[src/rtl/alu_share_arbiter_if.sv]
// Bus bundle between the two ALU requesters, the consumer, the shared ALU and alu_share_arbiter.
// Handshakes: a transfer happens at a rising edge where valid && ready are both high; the
// source holds its payload stable while valid && !ready, and ready never depends on anything
// but the arbiter state and the valids.
interface alu_share_arbiter_if #(
    parameter int WIDTH = 32
);
    logic             req0_valid;
    logic             req0_ready;
    logic [2:0]       req0_op;
    logic [WIDTH-1:0] req0_a;
    logic [WIDTH-1:0] req0_b;
    logic             req1_valid;
    logic             req1_ready;
    logic [2:0]       req1_op;
    logic [WIDTH-1:0] req1_a;
    logic [WIDTH-1:0] req1_b;
    logic [WIDTH-1:0] alu_data_1;
    logic [WIDTH-1:0] alu_data_2;
    logic [2:0]       alu_ctrl;
    logic [WIDTH-1:0] alu_result;
    logic             alu_flag;
    logic             rsp_valid;
    logic             rsp_ready;
    logic             rsp_id;
    logic [WIDTH-1:0] rsp_result;
    logic             rsp_flag;
    logic             busy;

    modport slave (
        input  req0_valid, req0_op, req0_a, req0_b,
        input  req1_valid, req1_op, req1_a, req1_b,
        input  alu_result, alu_flag, rsp_ready,
        output req0_ready, req1_ready, alu_data_1, alu_data_2, alu_ctrl,
        output rsp_valid, rsp_id, rsp_result, rsp_flag, busy
    );

    modport master (
        output req0_valid, req0_op, req0_a, req0_b,
        output req1_valid, req1_op, req1_a, req1_b,
        output alu_result, alu_flag, rsp_ready,
        input  req0_ready, req1_ready, alu_data_1, alu_data_2, alu_ctrl,
        input  rsp_valid, rsp_id, rsp_result, rsp_flag, busy
    );
endinterface

[src/rtl/alu_share_arbiter.sv]
// Time-shares one combinational ALU between two requesters: IDLE grants, EXEC drives the ALU,
// RESP holds the captured result. Define ALU_ARB_FIXED_PRIO_EN for fixed priority to requester 0.
module alu_share_arbiter #(
    parameter int WIDTH = 32
) (
    input  logic                 clk,
    input  logic                 rst_n,
    alu_share_arbiter_if.slave   bus,
    output logic [1:0]           state_o
);
    typedef enum logic [1:0] {IDLE = 2'd0, EXEC = 2'd1, RESP = 2'd2} state_t;

    state_t           state_q, state_d;
    logic [2:0]       op_q;
    logic [WIDTH-1:0] a_q, b_q;
    logic             id_q;
    logic             rsp_id_q, rsp_flag_q;
    logic [WIDTH-1:0] rsp_result_q;
    logic             grant0, grant1;
    logic             ready0, ready1;
    logic [WIDTH-1:0] alu_d1, alu_d2;
    logic [2:0]       alu_op;

`ifdef ALU_ARB_FIXED_PRIO_EN
    assign grant0 = bus.req0_valid;
    assign grant1 = bus.req1_valid & ~bus.req0_valid;
`else
    // last_q = 1 means requester 1 won last, so requester 0 wins the next tie.
    logic last_q;
    assign grant0 = bus.req0_valid & (~bus.req1_valid | last_q);
    assign grant1 = bus.req1_valid & (~bus.req0_valid | ~last_q);

    always_ff @(posedge clk or negedge rst_n) begin
        if (!rst_n) begin
            last_q <= 1'b1;
        end else if (state_q == IDLE && (grant0 || grant1)) begin
            last_q <= grant1;
        end
    end
`endif

    always_comb begin
        state_d = state_q;
        ready0  = 1'b0;
        ready1  = 1'b0;
        alu_d1  = '0;
        alu_d2  = '0;
        alu_op  = 3'b000;
        case (state_q)
            IDLE: begin
                ready0 = grant0;
                ready1 = grant1;
                if (grant0 || grant1) state_d = EXEC;
            end
            EXEC: begin
                alu_d1  = a_q;
                alu_d2  = b_q;
                alu_op  = op_q;
                state_d = RESP;
            end
            RESP: begin
                if (bus.rsp_ready) state_d = IDLE;
            end
            default: state_d = IDLE;
        endcase
    end

    always_ff @(posedge clk or negedge rst_n) begin
        if (!rst_n) begin
            state_q      <= IDLE;
            op_q         <= 3'b000;
            a_q          <= '0;
            b_q          <= '0;
            id_q         <= 1'b0;
            rsp_id_q     <= 1'b0;
            rsp_flag_q   <= 1'b0;
            rsp_result_q <= '0;
        end else begin
            state_q <= state_d;
            if (state_q == IDLE && (grant0 || grant1)) begin
                op_q <= grant1 ? bus.req1_op : bus.req0_op;
                a_q  <= grant1 ? bus.req1_a  : bus.req0_a;
                b_q  <= grant1 ? bus.req1_b  : bus.req0_b;
                id_q <= grant1;
            end
            // The ALU flag is only meaningful for sub; reserved opcode yields all zeros.
            if (state_q == EXEC) begin
                rsp_id_q     <= id_q;
                rsp_flag_q   <= (op_q == 3'b001) & bus.alu_flag;
                rsp_result_q <= (op_q == 3'b111) ? '0 : bus.alu_result;
            end
        end
    end

    assign bus.req0_ready = ready0;
    assign bus.req1_ready = ready1;
    assign bus.alu_data_1 = alu_d1;
    assign bus.alu_data_2 = alu_d2;
    assign bus.alu_ctrl   = alu_op;
    assign bus.rsp_valid  = (state_q == RESP);
    assign bus.rsp_id     = rsp_id_q;
    assign bus.rsp_flag   = rsp_flag_q;
    assign bus.rsp_result = rsp_result_q;
    assign bus.busy       = (state_q != IDLE);
    assign state_o        = state_q;
endmodule

[src/flat_wrapper.sv]
// flat-port wrapper written by rule: the top's interface ports become plain ports
module alu_share_arbiter_flat 
#(
    parameter int WIDTH = 32
)
  (clk, rst_n, state_o, bus_req0_valid, bus_req0_op, bus_req0_a, bus_req0_b, bus_req1_valid, bus_req1_op, bus_req1_a, bus_req1_b, bus_alu_result, bus_alu_flag, bus_rsp_ready, bus_req0_ready, bus_req1_ready, bus_alu_data_1, bus_alu_data_2, bus_alu_ctrl, bus_rsp_valid, bus_rsp_id, bus_rsp_result, bus_rsp_flag, bus_busy);
  alu_share_arbiter_if #(.WIDTH(WIDTH)) bus_i ();
  input  logic clk;
  input  logic rst_n;
  output logic [1:0] state_o;
  input wire logic [$bits(bus_i.req0_valid)-1:0] bus_req0_valid;
  input wire logic [$bits(bus_i.req0_op)-1:0] bus_req0_op;
  input wire logic [$bits(bus_i.req0_a)-1:0] bus_req0_a;
  input wire logic [$bits(bus_i.req0_b)-1:0] bus_req0_b;
  input wire logic [$bits(bus_i.req1_valid)-1:0] bus_req1_valid;
  input wire logic [$bits(bus_i.req1_op)-1:0] bus_req1_op;
  input wire logic [$bits(bus_i.req1_a)-1:0] bus_req1_a;
  input wire logic [$bits(bus_i.req1_b)-1:0] bus_req1_b;
  input wire logic [$bits(bus_i.alu_result)-1:0] bus_alu_result;
  input wire logic [$bits(bus_i.alu_flag)-1:0] bus_alu_flag;
  input wire logic [$bits(bus_i.rsp_ready)-1:0] bus_rsp_ready;
  output wire logic [$bits(bus_i.req0_ready)-1:0] bus_req0_ready;
  output wire logic [$bits(bus_i.req1_ready)-1:0] bus_req1_ready;
  output wire logic [$bits(bus_i.alu_data_1)-1:0] bus_alu_data_1;
  output wire logic [$bits(bus_i.alu_data_2)-1:0] bus_alu_data_2;
  output wire logic [$bits(bus_i.alu_ctrl)-1:0] bus_alu_ctrl;
  output wire logic [$bits(bus_i.rsp_valid)-1:0] bus_rsp_valid;
  output wire logic [$bits(bus_i.rsp_id)-1:0] bus_rsp_id;
  output wire logic [$bits(bus_i.rsp_result)-1:0] bus_rsp_result;
  output wire logic [$bits(bus_i.rsp_flag)-1:0] bus_rsp_flag;
  output wire logic [$bits(bus_i.busy)-1:0] bus_busy;
  assign bus_i.req0_valid = bus_req0_valid;
  assign bus_i.req0_op = bus_req0_op;
  assign bus_i.req0_a = bus_req0_a;
  assign bus_i.req0_b = bus_req0_b;
  assign bus_i.req1_valid = bus_req1_valid;
  assign bus_i.req1_op = bus_req1_op;
  assign bus_i.req1_a = bus_req1_a;
  assign bus_i.req1_b = bus_req1_b;
  assign bus_i.alu_result = bus_alu_result;
  assign bus_i.alu_flag = bus_alu_flag;
  assign bus_i.rsp_ready = bus_rsp_ready;
  assign bus_req0_ready = bus_i.req0_ready;
  assign bus_req1_ready = bus_i.req1_ready;
  assign bus_alu_data_1 = bus_i.alu_data_1;
  assign bus_alu_data_2 = bus_i.alu_data_2;
  assign bus_alu_ctrl = bus_i.alu_ctrl;
  assign bus_rsp_valid = bus_i.rsp_valid;
  assign bus_rsp_id = bus_i.rsp_id;
  assign bus_rsp_result = bus_i.rsp_result;
  assign bus_rsp_flag = bus_i.rsp_flag;
  assign bus_busy = bus_i.busy;
  alu_share_arbiter #(.WIDTH(WIDTH)) u_core (.clk(clk), .rst_n(rst_n), .bus(bus_i), .state_o(state_o));
endmodule
[config.mk]
export PLATFORM = sky130hd
export DESIGN_NAME = alu_share_arbiter_flat
export DESIGN_NICKNAME = d
export VERILOG_FILES = /design/src/rtl/alu_share_arbiter_if.sv /design/src/rtl/alu_share_arbiter.sv /design/src/flat_wrapper.sv
export SDC_FILE = /design/constraint.sdc
export NUM_CORES = 1
export LEC_CHECK = 0
export CAP_MARGIN = 15
export CORE_UTILIZATION = 40
export CTS_BUF_LIST = sky130_fd_sc_hd__clkbuf_8
export DETAILED_ROUTE_END_ITERATION = 16
export GPL_TIMING_DRIVEN = 0
export PLACE_DENSITY = 0.81
export SLEW_MARGIN = 10
export SYNTH_ARGS = -nofsm -noshare
export SYNTH_HDL_FRONTEND = slang
export SYNTH_SLANG_ARGS = --single-unit
[constraint.sdc]
create_clock -name clk -period 2.2 [get_ports clk]
set_input_delay 0.66 -clock clk [delete_from_list [all_inputs] [get_ports clk]]
set_output_delay 0.66 -clock clk [all_outputs]
set_load 0.02 [all_outputs]
==> run summary, run 1 <==
Timing
* Pins Over Slew Limit: 0
* setup skew after layout: 0.01148 ns
* Highest Clock Rate: 0.4454 GHz
* post-layout minimum cycle time: 2.245 ns
* pin slew with the least headroom to its limit: 0.5115 ns
* setup repair after global routing missed its margin: yes
* Period Utilization, post-route: 102.0%
* worst hold slack after final layout: 0.1857 ns
* final hold vios: 0
* final setup slack of the worst path: -0.04501 ns
* worst relative slew slack: 65.90%
* total of endpoints with negative setup slack in the final report: 50
* setup TNS: -1.068 ns

Die
* area of the placeable core: 12210 um2
* starting density of the core: 41.78%
* Top-Level Pins: 279
* width of the chip: 114.9 um
* vertical extent of the die: 114.9 um
* Die Outline Area: 13210 um2
* site row count: 40

Synthesis
* proportion of netlist area held by the largest area contributor: 51.01%
* top cells by area, synth: sky130_fd_sc_hd__dfrtp_1 (51%), sky130_fd_sc_hd__nand2_1 (10%), sky130_fd_sc_hd__and2_1 (8.3%), sky130_fd_sc_hd__a21oi_1 (6.8%), sky130_fd_sc_hd__a31oi_1 (5.9%)
* Mapped Avg Cell Area: 9.294 um2
* net count of the mapped netlist: 721
* Yosys warning total: 0
* synthesized instance count: 549
* number of flip-flops and latches in the synthesized netlist: 105
* Synth area leader: sky130_fd_sc_hd__dfrtp_1
* post-synthesis sequential area ratio: 51.52%
* number of different library cells in the post-synthesis netlist: 24
* netlist area before placement: 5102 um2

Setup path
* worst path bufs/invs: 2
* gate family responsible for the most delay along the worst path: buffers and inverters
* critical path launch point type: flop
* Data required, critical path: 1.54 ns
* cell breakdown of the critical path: nor2b_4 > buf_4 > and2_1 > clkdlybuf4s15_2
* path type of the worst setup path: flop to primary output
* delay of the slowest critical-path stage: 0.44 ns
* endpoint class of the critical path: primary output
* Worst Path Arrival: 1.59 ns
* biggest fanout along the worst timing path: 10
* cell type of the slowest stage on the worst timing path: sky130_fd_sc_hd__dfrtp_2

Routing
* detailed-router iteration count before antenna repair: 4
* routed wire length: 17420 um
* via/cell ratio: 5.136
* vias post-DR: 5254
* DRC violation total after the first TritonRoute iteration: 306
* DRC errors left: 0
* wire length per cell after detailed routing: 17.03 um
* DRT antenna net count: 0

Worst hold path
* class of the tightest hold or removal check: input port to async pin

Global route
* via count of the first global-routing pass: 5278
* GRT Util Overall: 26.03%
* final global-route overflow total: 0
* pin count of the biggest net entering global routing: 67
* global-route wire length before repair: 26580 um
* number of antenna violations at the first check in global routing: 0

Final layout
* leading cell type in the layout, fill and taps excluded: sky130_fd_sc_hd__clkdlybuf4s50_1
* area overhead of the layout relative to synthesis: 68.02%
* number of nets in the finished design: 1022
* fraction of layout instances using a drive strength above 1: 21.52%
* diode insertion count for antenna repair: 0
* post-route cell area: 8573 um2
* top library cells by usage in the layout, fill and taps aside: sky130_fd_sc_hd__clkdlybuf4s50_1 (202), sky130_fd_sc_hd__nand2_1 (138), sky130_fd_sc_hd__dfrtp_1 (103)
* number of non-filler instances in the completed layout: 1023

Run status
* outcome: complete, but fails checks
* violations in the final reports: setup timing

Placed design
* detailed placer's ending HPWL: 12930 um
* # placed instances: 996
* RD Place Congestion: 0.8646
* standard cell area after detailed placement: 8127 um2
* number of port buffers: 278

Clock network
* Worst-Skew Late Latency: 0.36 ns
* Clock H-tree levels: 3
* number of buffers created by CTS: 9
* clk root buf: sky130_fd_sc_hd__clkbuf_8
* number of buffers between clock root and the deepest sink: 2
* clock tree sinks: 105
* clock transition at the register clock pins on the worst setup and hold paths after CTS: 0.11 ns
* clock tree from TritonCTS: done

Flow run
* count of maximum capacitance violations: 0

Power
* overall power after layout: 11.45 mW
* maximum vdd ir drop: 0.6020 mV
* Leak: 3.676 nW
* power density normalized to cell area: 1335 nW/um2

-- path summary, 6_finish.rpt --
path                                         from  cells past startpoint                  to  slack, ns
worst min register to register  u_core.bus.rsp_id                      2   u_core.bus.rsp_id       0.50
worst max register to register  u_core.state_o[1]                      9       u_core.b_q[4]       0.35
min in group clk                u_core.bus.rsp_id                      2   u_core.bus.rsp_id       0.50
worst max-delay path            u_core.state_o[1]                      4  bus_alu_data_2[30]      -0.05
max in group asynchronous                   rst_n                      2   u_core.state_o[1]       1.35
worst min-delay path                        rst_n                      1      u_core.a_q[15]       0.19
-- layer usage --
metal  global-route usage (%)  up-vias  share of wire, %
li1                         -     2502                 -
met1                    30.99     2515                41
met2                    45.22      213                49
met3                    7.116       24               8.1
met4                    9.177        0               1.8
met5                        0        -                 0
-- cells in the mapped netlist --
cell type and number:
sky130_fd_sc_hd__a21bo_2 1, sky130_fd_sc_hd__nor2_1 2, sky130_fd_sc_hd__and3_1 1, sky130_fd_sc_hd__o21ai_0 2
sky130_fd_sc_hd__inv_1 2, sky130_fd_sc_hd__clkbuf_2 1, sky130_fd_sc_hd__nand4bb_1 1, sky130_fd_sc_hd__and2_1 68
sky130_fd_sc_hd__a31oi_1 48, sky130_fd_sc_hd__or2_0 1, sky130_fd_sc_hd__dfrtp_1 104, sky130_fd_sc_hd__a22o_1 32
sky130_fd_sc_hd__buf_4 1, sky130_fd_sc_hd__buf_2 17, sky130_fd_sc_hd__nor2_2 1, sky130_fd_sc_hd__dfstp_2 1
sky130_fd_sc_hd__buf_6 3, sky130_fd_sc_hd__nor2b_1 1, sky130_fd_sc_hd__a31oi_2 21, sky130_fd_sc_hd__nand2b_1 3
sky130_fd_sc_hd__a21oi_1 69, sky130_fd_sc_hd__clkbuf_1 30, sky130_fd_sc_hd__nand2_1 138, sky130_fd_sc_hd__a21boi_1 1
-- through the flow --
stage / util, % / worst slack, ns
2_1_floorplan: - / 0.06643
3_3_place_gp: 66.31 / -3.437
3_5_place_dp: 66.55 / -1.004
4_1_cts: 69.48 / -0.1154
5_1_grt: 70.20 / -0.1350
6_report: 70.20 / -0.04501
-- power by group --
group / internal (mW) / switching, mW
sequential: 2.88 / 0.527
clock: 0.432 / 0.716
combinational: 3.34 / 3.55
total: 6.65 / 4.79
-- registers in the layout, summed over array words and instances (netlist names) --
register               cells
u_core.bus.rsp_flag        1
u_core.b_q                32
u_core.state_o             2
u_core.bus.rsp_id          1
u_core.op_q                3
u_core.bus.rsp_result     32
u_core.id_q                1
u_core.a_q                32
u_core.last_q              1
-- logic make-up (layout without fill, tap and decap cells) --
logic type	Yosys count	in the layout	share of synthesized area [%]
compound gates	174	174	23.84
buf+inv	54	360	4.929
flops	105	105	51.52
simple gates	216	216	19.72
-- layout make-up --
cell class              count  area, um2
multi-input cells         390       2311
clock buffers               9      123.9
flip-flops and latches    105       2630
inverters                   2      7.507
plain buffers              50      315.3
repair buffers            292       2915
fillers                   986       3638
well taps                 168      210.2
clock inverters             7      60.06
-- worst register-to-register path: stages, from the launching register on --
cell and delay, ns:
sky130_fd_sc_hd__dfrtp_2 0.44, sky130_fd_sc_hd__buf_4 0.15, sky130_fd_sc_hd__nor2_4 0.16, sky130_fd_sc_hd__buf_6 0.12, sky130_fd_sc_hd__buf_4 0.15, sky130_fd_sc_hd__and2_1 0.13
sky130_fd_sc_hd__clkbuf_2 0.16, sky130_fd_sc_hd__buf_6 0.16, sky130_fd_sc_hd__buf_6 0.18, sky130_fd_sc_hd__a31oi_2 0.10
-- timing repair --
| item | in CTS | in global routing |
|---|---|---|
| cloned | 3 | 0 |
| setup endpoints to repair | 71 | 70 |
| hold buffers | 0 | 0 |
| resized for setup | 376 | 33 |
| setup buffers | 9 | 1 |
| pin swaps | 17 | 2 |
Note: power is estimated with default switching activity, not from simulation.
==> inputs of run 2 (changes only) <==
--- a/config.mk
+++ b/config.mk
@@ -10,6 +10,7 @@
 export CTS_BUF_LIST = sky130_fd_sc_hd__clkbuf_8
 export DETAILED_ROUTE_END_ITERATION = 16
 export GPL_TIMING_DRIVEN = 0
+export HOLD_SLACK_MARGIN = 0.02
 export PLACE_DENSITY = 0.81
 export SLEW_MARGIN = 10
 export SYNTH_ARGS = -nofsm -noshare
==> results of run 2 <==
The final DEF is identical to that of run 1; final timing and power are the same.
==> inputs of run 3 (changes only) <==
--- a/config.mk
+++ b/config.mk
@@ -12,7 +12,6 @@
 export GPL_TIMING_DRIVEN = 0
 export HOLD_SLACK_MARGIN = 0.02
 export PLACE_DENSITY = 0.81
-export SLEW_MARGIN = 10
 export SYNTH_ARGS = -nofsm -noshare
 export SYNTH_HDL_FRONTEND = slang
 export SYNTH_SLANG_ARGS = --single-unit
==> run 3 against run 2 <==
Effect of this change: the run still ends with setup timing left; utilization grew 0.16 points; cell area grew 0.23%; count of clock-buffer cells in the layout grew 2; die area is the same; fmax shrank 2.2%; clock skew grew 0.00062 ns; via count shrank 0.32%; sequential share of layout area shrank 0.071 points; worst hold slack gained 0.068 ns; critical endpoint is now bus_alu_data_2[22]; largest cell class unchanged.
==> run summary, run 3 (synthesis results as in run 1) <==
Power
* power density normalized to cell area: 1364 nW/um2, +2.2%
* Leak: 3.734 nW, +1.6%
* maximum vdd ir drop: 0.6404 mV, +6.4%

Setup path
* cell breakdown of the critical path: nor2b_4 > buf_12 > buf_12 > clkbuf_16 > and2_4 > buf_6
* cell type of the slowest stage on the worst timing path: sky130_fd_sc_hd__dfrtp_1
* Data required, critical path: 1.54 ns, about the same
* most frequent cell on the critical path: sky130_fd_sc_hd__buf_12
* critical path launch point type: flop
* endpoint class of the critical path: primary output
* path type of the worst setup path: flop to primary output
* delay of the slowest critical-path stage: 0.40 ns, -0.04 ns
* Worst Path Arrival: 1.63 ns, +0.04 ns
* biggest fanout along the worst timing path: 7, -3

Die
* width of the chip: 114.9 um, unchanged
* area of the placeable core: 12210 um2, unchanged
* site row count: 40, unchanged
* Top-Level Pins: 279, unchanged
* starting density of the core: 41.78%, unchanged
* Die Outline Area: 13210 um2, unchanged
* vertical extent of the die: 114.9 um, unchanged

Clock network
* number of buffers between clock root and the deepest sink: 2, unchanged
* clock tree sinks: 105, unchanged
* number of buffers created by CTS: 9, unchanged
* Worst-Skew Late Latency: 0.39 ns, +0.03 ns
* clock transition at the register clock pins on the worst setup and hold paths after CTS: 0.10 ns, about the same
* clk root buf: sky130_fd_sc_hd__clkbuf_8
* Clock H-tree levels: 3, unchanged
* clock tree from TritonCTS: done
* number of buffers inserted for hold repair after clock tree synthesis: 0, unchanged

Final layout
* Reg area: 2630 um2, unchanged
* leading cell type in the layout, fill and taps excluded: sky130_fd_sc_hd__clkdlybuf4s50_1
* multi-input gate area in the final layout: 2328 um2, +0.76%
* area overhead of the layout relative to synthesis: 68.42%
* final-layout fill cell count: 992, +0.61%
* number of nets in the finished design: 1023, +0.098%
* fraction of layout instances using a drive strength above 1: 22.34%, +0.82 points
* number of non-filler instances in the completed layout: 1023, unchanged
* diode insertion count for antenna repair: 0, unchanged
* top library cells by usage in the layout, fill and taps aside: sky130_fd_sc_hd__clkdlybuf4s50_1 (202), sky130_fd_sc_hd__nand2_1 (138), sky130_fd_sc_hd__dfrtp_1 (103)

Timing
* Pins Over Slew Limit: 0, unchanged
* setup skew after layout: 0.01211 ns, +0.0006239 ns
* pin slew with the least headroom to its limit: 0.5473 ns, +0.03572 ns
* setup repair after global routing missed its margin: yes
* worst relative slew slack: 63.52%, -2.4 points
* final hold vios: 0, unchanged
* total of endpoints with negative setup slack in the final report: 32, -36%
* setup TNS: -1.933 ns, -0.8649 ns
* final setup slack of the worst path: -0.09494 ns, -0.04993 ns
* Highest Clock Rate: 0.4357 GHz, -2.2%
* Period Utilization, post-route: 104.3%, +2.3 points
* post-layout minimum cycle time: 2.295 ns, +0.04993 ns

Placed design
* number of port buffers: 278, unchanged
* detailed placer's ending HPWL: 13010 um, +0.59%
* RD Place Congestion: 0.8646, unchanged
* # placed instances: 996, unchanged

Routing
* DRT antenna net count: 0, unchanged
* vias post-DR: 5237, -0.32%
* DRC violation total after the first TritonRoute iteration: 284, -7.2%
* wire length per cell after detailed routing: 17.34 um, +1.9%
* DRC errors left: 0, unchanged
* highest routed metal layer: met4
* Detail Route met3 WL: 1448 um, +3.2%
* met1 wire length: 7101 um, -0.17%
* met2 wire len: 8789 um, +2.4%
* via/cell ratio: 5.119, -0.32%
* detailed-router iteration count before antenna repair: 4, unchanged
* routed wire length: 17740 um, +1.9%

Run status
* violations in the final reports: setup timing
* outcome: complete, but fails checks

Global route
* via count of the first global-routing pass: 5280, +0.038%
* number of antenna violations at the first check in global routing: 0, unchanged
* final global-route overflow total: 0, unchanged
* pin count of the biggest net entering global routing: 67, unchanged
* GRT Util Overall: 26.43%, +0.40 points
* global-route wire length before repair: 26700 um, +0.47%

Worst hold path
* class of the tightest hold or removal check: input port to async pin

Flow run
* count of maximum capacitance violations: 0, unchanged

## run 3: cell types whose count changed in the layout (fill, tap and decap cells not counted), sizes merged
cell,previous run,this run
inv,6,2
bufinv,0,1
buf,87,111
dlygate4sd2,3,4
dlymetal6s2s,1,0
clkbuf,39,37
clkdlybuf4s15,19,0
## run 3: final timing paths
path	startpoint	end	slack (ns)	depth (start not counted)
max	u_core.state_o[0]	bus_alu_data_2[22]	-0.09	6
min	rst_n	u_core.a_q[15]	0.25	1
max reg2reg	u_core.last_q	u_core.a_q[29]	0.40	5
min reg2reg	u_core.bus.rsp_id	u_core.bus.rsp_id	0.51	2
max in group asynchronous	rst_n	u_core.bus.rsp_result[24]	1.25	2
min in group clk	u_core.bus.rsp_id	u_core.bus.rsp_id	0.51	2
## run 3: where the power goes
| group | total (mW) | switching [mW] | internal (mW) | leakage [nW] |
|---|---|---|---|---|
| Sequential | 3.43 | 0.543 | 2.89 | 1.23 |
| Clock | 1.25 | 0.665 | 0.582 | 0.0937 |
| Combinational | 7.04 | 3.61 | 3.44 | 2.41 |
| Total | 11.7 | 4.82 | 6.90 | 3.73 |
## run 3: routing by layer
layer / track usage [%] / vias up
met5: 0 / -
met4: 10.13 / 0
met3: 7.222 / 28
met2: 46.83 / 225
met1: 30.37 / 2499
li1: - / 2485
## run 3: cell type report
class                   count  area share (%)
multi-input cells         390           27.10
repair buffers            294           33.75
inverters                   2         0.08736
clock buffers              11           1.762
flip-flops and latches    105           30.61
plain buffers              49           3.640
clock inverters             4          0.6115
well taps                 168           2.446
## run 3: timing repair
action,4_1_cts,5_1_grt
gates cloned,3,1
pin swaps,20,6
setup buffers,7,5
resized for setup,359,111
setup endpoints to repair,71,69
## run 3: critical path, delay by kind of cell (launching register included)
family | cells | cell delay [ns]
buffers and inverters | 4 | 0.54
flip-flops | 1 | 0.40
AND/OR/NAND/NOR | 2 | 0.30
## run 3: per-stage QoR
stage	hold slack [ns]	power, mW	instance area, um2	setup slack [ns]	utilization (%)
after floorplan	0.3644	6.940	5105	0.06643	-
after global placement	0.4639	9.615	8098	-3.437	66.31
after detailed placement	0.4744	9.780	8123	-1.002	66.52
after CTS	0.2636	11.42	8548	-0.1289	70.00
after global routing	0.2898	12.38	8593	-0.1399	70.37
final	0.2535	11.72	8593	-0.09494	70.37
